[config.mk]
export PLATFORM = sky130hd
export DESIGN_NAME = discharge_pulse_ctrl
export DESIGN_NICKNAME = d
export VERILOG_FILES = /design/src/rtl/discharge_pulse_ctrl.sv
export SDC_FILE = /design/constraint.sdc
export NUM_CORES = 1
export LEC_CHECK = 0
export CAP_MARGIN = 20
export CORE_MARGIN = 10
export CORE_UTILIZATION = 50
export CTS_CLUSTER_SIZE = 12
export DETAILED_ROUTE_END_ITERATION = 10
export PLACE_DENSITY_LB_ADDON = 0.08
export SLEW_MARGIN = 5
export SYNTH_ARGS = -nofsm -noshare
export SYNTH_HDL_FRONTEND = slang
export SYNTH_SLANG_ARGS = --single-unit
export TNS_END_PERCENT = 50
[constraint.sdc]
create_clock -name clk -period 3.5 [get_ports clk]
set_clock_uncertainty 0.1 [all_clocks]
set_input_delay 0.7 -clock clk [delete_from_list [all_inputs] [get_ports clk]]
set_output_delay 0.7 -clock clk [all_outputs]
set_load 0.005 [all_outputs]
[src/rtl/discharge_pulse_ctrl.sv]
// EDM discharge-pulse sequencer: gates the pulse MOSFET, times WAIT/DISCHARGE/DEION,
// handles open-circuit timeout and short detection, and keeps saturating event counters.
`timescale 1ns/1ps
module discharge_pulse_ctrl #(
    parameter logic signed [15:0] SHORT_THRESHOLD_VOL = 16'sd8,
    parameter logic [15:0]        SHORT_DETECT_TIME   = 16'd50,
    parameter logic [15:0]        SHORT_PAUSE_CYCLES  = 16'd2000
) (
    input  logic               clk,
    input  logic               rst_n,
    input  logic               machine_start,
    input  logic [15:0]        ton_cycles,
    input  logic [15:0]        toff_cycles,
    input  logic [15:0]        wait_timeout,
    input  logic signed [15:0] sample_voltage,
    input  logic               is_breakdown,
    input  logic               counter_clear,
    output logic [7:0]         current_state,
    output logic               gate_on,
    output logic               pulse_done,
    output logic               open_evt,
    output logic               short_evt,
    output logic [15:0]        discharge_count,
    output logic [15:0]        open_count,
    output logic [15:0]        short_count
);

    localparam logic [7:0] S_IDLE        = 8'b1000_0000;
    localparam logic [7:0] S_WAIT        = 8'b0000_0001;
    localparam logic [7:0] S_DISCHARGE   = 8'b0000_0010;
    localparam logic [7:0] S_DEION       = 8'b0000_0100;
    localparam logic [7:0] S_SHORT_PAUSE = 8'b0000_1000;

    logic [7:0]  r_state;
    logic [15:0] r_timer;
    logic [15:0] r_short_cnt;
    logic [15:0] r_ton;
    logic [15:0] r_toff;
    logic [15:0] r_timeout;
    logic        r_gate_on;
    logic        r_pulse_done;
    logic        r_open_evt;
    logic        r_short_evt;
    logic [15:0] r_discharge_count;
    logic [15:0] r_open_count;
    logic [15:0] r_short_count;

    logic [7:0]  w_next_state;
    logic        w_pulse;
    logic        w_open;
    logic        w_short;
    logic        w_low;
    logic        w_short_hit;
    logic [15:0] w_short_next;
    logic        w_enter_wait;

    // Event strobes are valid for exactly one cycle with no back-pressure; the matching
    // counter already holds the updated value in that same cycle.
    assign w_low        = sample_voltage < SHORT_THRESHOLD_VOL;
    assign w_short_next = w_low ? (r_short_cnt + 16'd1) : 16'd0;
    assign w_short_hit  = w_low && (r_short_cnt == (SHORT_DETECT_TIME - 16'd1));
    assign w_enter_wait = (w_next_state == S_WAIT) && (r_state != S_WAIT);

    always_comb begin
        w_next_state = r_state;
        w_pulse      = 1'b0;
        w_open       = 1'b0;
        w_short      = 1'b0;
        case (r_state)
            S_IDLE: begin
                if (machine_start) w_next_state = S_WAIT;
            end
            S_WAIT: begin
                if (!machine_start) begin
                    w_next_state = S_DEION;
                end else if (is_breakdown) begin
                    w_next_state = S_DISCHARGE;
                end else if (w_short_hit) begin
                    w_next_state = S_SHORT_PAUSE;
                    w_short      = 1'b1;
                end else if (r_timer == (r_timeout - 16'd1)) begin
                    w_next_state = S_DEION;
                    w_open       = 1'b1;
                end
            end
            S_DISCHARGE: begin
                if (r_timer == (r_ton - 16'd1)) begin
                    w_next_state = S_DEION;
                    w_pulse      = 1'b1;
                end
            end
            S_DEION: begin
                if (r_timer == (r_toff - 16'd1))
                    w_next_state = machine_start ? S_WAIT : S_IDLE;
            end
            S_SHORT_PAUSE: begin
                if (r_timer == (SHORT_PAUSE_CYCLES - 16'd1))
                    w_next_state = machine_start ? S_WAIT : S_IDLE;
            end
            default: w_next_state = S_IDLE;
        endcase
    end

    always_ff @(posedge clk or negedge rst_n) begin
        if (!rst_n) begin
            r_state      <= S_IDLE;
            r_gate_on    <= 1'b0;
            r_timer      <= 16'd0;
            r_short_cnt  <= 16'd0;
            r_ton        <= 16'd1;
            r_toff       <= 16'd1;
            r_timeout    <= 16'd1;
            r_pulse_done <= 1'b0;
            r_open_evt   <= 1'b0;
            r_short_evt  <= 1'b0;
        end else begin
            r_state      <= w_next_state;
            r_gate_on    <= (w_next_state == S_WAIT) || (w_next_state == S_DISCHARGE);
            r_pulse_done <= w_pulse;
            r_open_evt   <= w_open;
            r_short_evt  <= w_short;
            // Timer restarts at 0 on every state change and idles at 0.
            if ((w_next_state != r_state) || (r_state == S_IDLE))
                r_timer <= 16'd0;
            else
                r_timer <= r_timer + 16'd1;
            if ((r_state == S_WAIT) && (w_next_state == S_WAIT))
                r_short_cnt <= w_short_next;
            else
                r_short_cnt <= 16'd0;
            // Zero-valued settings are clamped to one cycle so the timers always terminate.
            if (w_enter_wait) begin
                r_ton     <= (ton_cycles   == 16'd0) ? 16'd1 : ton_cycles;
                r_toff    <= (toff_cycles  == 16'd0) ? 16'd1 : toff_cycles;
                r_timeout <= (wait_timeout == 16'd0) ? 16'd1 : wait_timeout;
            end
        end
    end

    always_ff @(posedge clk or negedge rst_n) begin
        if (!rst_n) begin
            r_discharge_count <= 16'd0;
            r_open_count      <= 16'd0;
            r_short_count     <= 16'd0;
        end else if (counter_clear) begin
            r_discharge_count <= 16'd0;
            r_open_count      <= 16'd0;
            r_short_count     <= 16'd0;
        end else begin
            if (w_pulse && (r_discharge_count != 16'hFFFF)) r_discharge_count <= r_discharge_count + 16'd1;
            if (w_open  && (r_open_count      != 16'hFFFF)) r_open_count      <= r_open_count + 16'd1;
            if (w_short && (r_short_count     != 16'hFFFF)) r_short_count     <= r_short_count + 16'd1;
        end
    end

    assign current_state   = r_state;
    assign gate_on         = r_gate_on;
    assign pulse_done      = r_pulse_done;
    assign open_evt        = r_open_evt;
    assign short_evt       = r_short_evt;
    assign discharge_count = r_discharge_count;
    assign open_count      = r_open_count;
    assign short_count     = r_short_count;

endmodule

Word level (Yosys, flattened, before mapping)
Index checks and enable logic that the tools add are counted.
Widths: inputs -> output; s select.

word-level totals
  register bits after elaboration = 140
  input port bits = 69
  logic and storage cells = 86

cells by class
  add/sub/neg operators = 8
  order comparisons = 1
  equality and inequality tests = 17
  muxes and demuxes = 33
  reductions and logical operators = 14

operators with widths
  operator               number
  $mux 16                12
  $add 16x1->16 const B  5
  $mux 8                 9
  $eq 16x16->1           3
  $logic_not 16->1       3
  $ne 16x16->1 const B   3
  $sub 16x1->16 const B  3
  $pmux 8 s5             1
  $eq 16x11->1 const B   1
  $eq 16x6->1 const B    1
  $eq 8x1->1 const B     2
  $eq 8x2->1 const B     2
  $lt 16x5->1 const B    1
  $mux 1                 11
  $eq 8x3->1 const B     1
  $eq 8x4->1 const B     1
  $eq 8x8->1 const B     1
  $ne 8x1->1 const B     1
  $ne 8x8->1             1
  $logic_and 1x1->1      6
  $reduce_bool 2->1      3
  $logic_or 1x1->1       2

Logic depth before layout (Yosys ltp)
  depth in word-level cells = 10
  depth in mapped cells = 12
  mapped depth without buffers = 10

Worst setup path after synthesis
No wires, ideal clock.

  path type = reg2reg
  start = register r_ton[1]
  end = register r_discharge_count[13], in the netlist discharge_count[13]
  data arrival time = 3.325 ns
  data required time = 3.322 ns
  path slack = -0.003 ns
  cell stages (with the launch flop) = 11
  path buffers = 0
  cell sequence = dfrtp_1 > inv_1 > ha_1 > or4b_4 > or4_1 > o41ai_2 > nand4_2 > nor4_4 > nand4_4 > or4_1 > a21oi_1

between the ends
  longest elaborated chain between the ends = 6

RTL lines
  item                         line  source
  start: declaration           37    logic [15:0] r_ton;
  start signal: assignment     133   r_ton <= (ton_cycles == 16'd0) ? 16'd1 : ton_cycles;
  $sub 16x1->16                87    if (r_timer == (r_ton - 16'd1)) begin
  $eq 16x16->1                 87
  $mux 1                       87
  $mux 1                       69    case (r_state)
  via w_pulse                  49    logic w_pulse;
  $logic_and 1x1->1            150   if (w_pulse && (r_discharge_count != 16'hFFFF)) r_discharge_count <= r_discharge_count + 16'd1;
  $reduce_bool 2->1 (no line)  --
  end signal: assignment       150
  end: declaration             44    logic [15:0] r_discharge_count;

The timed path passes the listed nets, and every way through them passes these cells.
A chain may end at the register's enable or synchronous reset.

Final worst setup path
  start = register r_toff[2]
  end = register r_timeout[3]

between the ends
  longest elaborated chain between the ends = 6

RTL lines
  item                      line  source
  start: declaration        38    logic [15:0] r_toff;
  start signal: assignment  134   r_toff <= (toff_cycles == 16'd0) ? 16'd1 : toff_cycles;
  $sub 16x1->16             93    if (r_timer == (r_toff - 16'd1))
  $eq 16x16->1              93
  $mux 8                    93
  $pmux 8 s5                69
  $eq 8x1->1                62    assign w_enter_wait = (w_next_state == S_WAIT) && (r_state != S_WAIT);
  $logic_and 1x1->1         62
  end signal: assignment    135   r_timeout <= (wait_timeout == 16'd0) ? 16'd1 : wait_timeout;
  end: declaration          39    logic [15:0] r_timeout;

Every way passes these cells.

==> impl_metrics.toml <==
[status]
status = "finished clean"

[floorplan]
row_count = 47
core_mm2 = 0.0165
ios = 129
die_w_um = 149
die_h_um = 149
die-area_mm2 = 0.0222
initial_utilization_pct = 50.7

[setup_path]
crit_top_cell = "a2111oi_4"
crit_buf_inv = 1
cp.required_ns = 3.70
worstPathMaxFanout = 8
r2r_setup_slack_ns = 0.06
crit_chain = "or3_4, or4_4, a2111oi_4, o211ai_1, a2111oi_4, a31oi_4, nand2b_4, clkbuf_16, mux2_2"
startpoint_type = "flip-flop"
slowest_stage = "or4_4"
critPathKind = "reg -> reg"
critPathMaxStageDelay_ns = 0.51
critPathArrivalTime_ns = 3.64
endpoint_kind = "flip-flop"
timing.rr.start = "r_toff[2]$_DFFE_PN0P_"
r2r_cells = 9
r2r-end = "r_timeout[3]$_DFFE_PN0P_"
crit_family = "simple AND/OR/NAND/NOR gates"

[layout]
final-instance-count-excl-fill = 1255
n_antenna_cell = 0
finalNetCount = 1100
layout-drive-gt1-share_pct = 19.4
area_delta_synth_final_pct = 32.8
nFillCells = 1268

[run]
maxCapViolations = 0

[sta]
fmax_mhz = 291
slew_headroom_pct = 46.7
setup_viol = 0
holdWs_ns = 0.128
tightest_slew_ns = 0.779
rsz0062_at_grt = "true"
fin_crit_ns = 3.44
drv_slew = 0
finalHoldViolations = 0
period_share_pct = 98.2

[pwr]
powerDensity_mw_per_mm2 = 431
ir_worst_vdd_uv = 386
total_leakage_power_nw = 4.37

[synth]
synth_common_cells = "dfrtp_1 (136), nor2_1 (76), xnor2_1 (52)"
synth-seq-cells = 140
yosysUniqueCellTypes = 77
yosysTopAreaCellShare_pct = 40.8
syn_inst = 861
post-synth-top-count-cell = "dfrtp_1"
synth_top_cell_by_area = "dfrtp_1"
ys.flop_type = "dfrtp_1"
syn_area_mm2 = 0.00834
yosys_warnings = 0
ys_top_cells_by_area = "dfrtp_1 (41%), mux2_2 (6.8%), xnor2_1 (5.5%)"
synth-async-reset-ratio_pct = 100
seq_area_frac_synth_pct = 42.1
syn_avg_cell_area_um2 = 9.69
synth_edf_count = 0

[grt]
first_global_vias = 7271
grt_max_degree = 58
grt_overflow_total = 0
antenna_found_initial = 0
grt_use_total_pct = 20.2
grt_pass1_wl_um = 37000

[cts]
cts_tree = "built"
path_clk_slew_ns = 0.06
cts.sinks = 140
cts_root_buf = "clkbuf_16"
h-tree-depth = 4
cts_buffers = 17
clockBufferDepth = 2
cts.hold.buffers_added = 0
insertion_delay_ns = 0.43

[placed_design]
dp_hpwl_um = 16400
gp_congestion = 0.879
place_inst = 1208
io_buffers = 125

[hold_path]
min_path_type = "in -> async"

[route]
dr.pass1.iters = 6
wl_per_cell_um = 18.5
post-route-drc-count = 0
routed_wl_um = 23200
vias = 7352
via_per_inst = 5.86
drt_iter0_drc = 498
drtAntennaViolNets = 0
[how the worst max path moves through the flow]
stage,start,to,slack [ns],depth (start not counted)
2_1_floorplan,r_ton[1]$_DFFE_PN0P_,discharge_count[13]$_DFFE_PN0P_,0.03,10
6_report,r_toff[2]$_DFFE_PN0P_,r_timeout[3]$_DFFE_PN0P_,0.06,9
4_1_cts,r_ton[0]$_DFFE_PN1P_,discharge_count[15]$_DFFE_PN0P_,0.02,11
3_3_place_gp,r_toff[0]$_DFFE_PN1P_,r_toff[4]$_DFFE_PN0P_,-0.06,12
5_1_grt,r_toff[2]$_DFFE_PN0P_,r_timeout[5]$_DFFE_PN0P_,-0.03,9
3_5_place_dp,r_toff[0]$_DFFE_PN1P_,r_timeout[12]$_DFFE_PN0P_,-0.18,12
[per-layer routing]
metal / global-route usage [%] / part of all wire [%] / vias up
met5: 0 / 0 / -
met4: 6.28 / 1.6 / 0
met2: 32.1 / 47 / 237
li1: - / - / 3500
met3: 4.49 / 5.9 / 31
met1: 26.8 / 45 / 3584
[registers in the layout, summed over array words and instances (netlist names), 8 cells and up]
| signal | flops |
|---|---|
| current_state | 8 |
| discharge_count | 16 |
| open_count | 16 |
| r_short_cnt | 16 |
| r_timeout | 16 |
| r_timer | 16 |
| r_toff | 16 |
| r_ton | 16 |
| short_count | 16 |
[placed cells by master, fill, tap and decap left out, types with 13 or more instances in the layout]
cell,count
inv_1,18
o21ai_0,23
buf_4,48
a21oi_1,33
clkdlybuf4s50_1,124
nor4_1,26
o31ai_1,14
and3_1,18
nand3_1,46
or4_1,15
nand2_1,38
dfrtp_1,136
clkbuf_16,22
a211oi_1,16
mux2_2,50
nand4_1,16
or3_1,13
xor2_1,46
nor3_1,26
xnor2_1,52
nor2_1,75
[kinds of logic after synthesis]
kind of cell / after synthesis / synth area share (%)
AOI/OAI and AO/OA: 138 / 11.3
xor gates and xnor gates: 98 / 10.3
adders and majority gates: 9 / 1.35
buffers and inverters: 66 / 3.42
DFF: 140 / 42.1
muxes: 57 / 7.59
other: 1 / 0.0450
and+or+nand+nor: 352 / 23.9
[metrics by stage]
stage | utilization (%) | setup TNS [ns] | cell area, um2 | setup slack, ns | total power, W
floorplan | - | 0 | 8350 | 0.0275 | 0.00252
global placement | 61.3 | -2.03 | 10100 | -0.0569 | 0.00285
detailed placement | 61.3 | -7.72 | 10100 | -0.177 | 0.00289
CTS | 65.3 | 0 | 10800 | 0.0152 | 0.00472
global route | 67.3 | -0.668 | 11100 | -0.0328 | 0.00499
finish | 67.3 | 0 | 11100 | 0.0642 | 0.00478
[report_power, final]
part / internal, W / switching [W] / total [W]
combinational: 0.000524 / 0.000479 / 0.00100
sequential: 0.00177 / 0.000197 / 0.00196
clock: 0.00107 / 0.000737 / 0.00181
[layout make-up]
class	instances	area (um2)	share of cell area (%)
Clock buffer	20	447	4.03
Clock inverter	12	139	1.25
Inverter	20	75.1	0.678
Multi-Input combinational cell	657	4740	42.8
Sequential cell	140	3510	31.7
Tap cell	220	275	2.48
Timing Repair Buffer	186	1900	17.1
[repair_timing]
action	4_1_cts	5_1_grt
buffers inserted	1	10
hold endpoints to repair	0	0
endpoints found under the setup margin	61	95
pin swaps	1	8
gates cloned	1	5
gates resized for setup	8	29
Power figures use the tool's default switching activity.
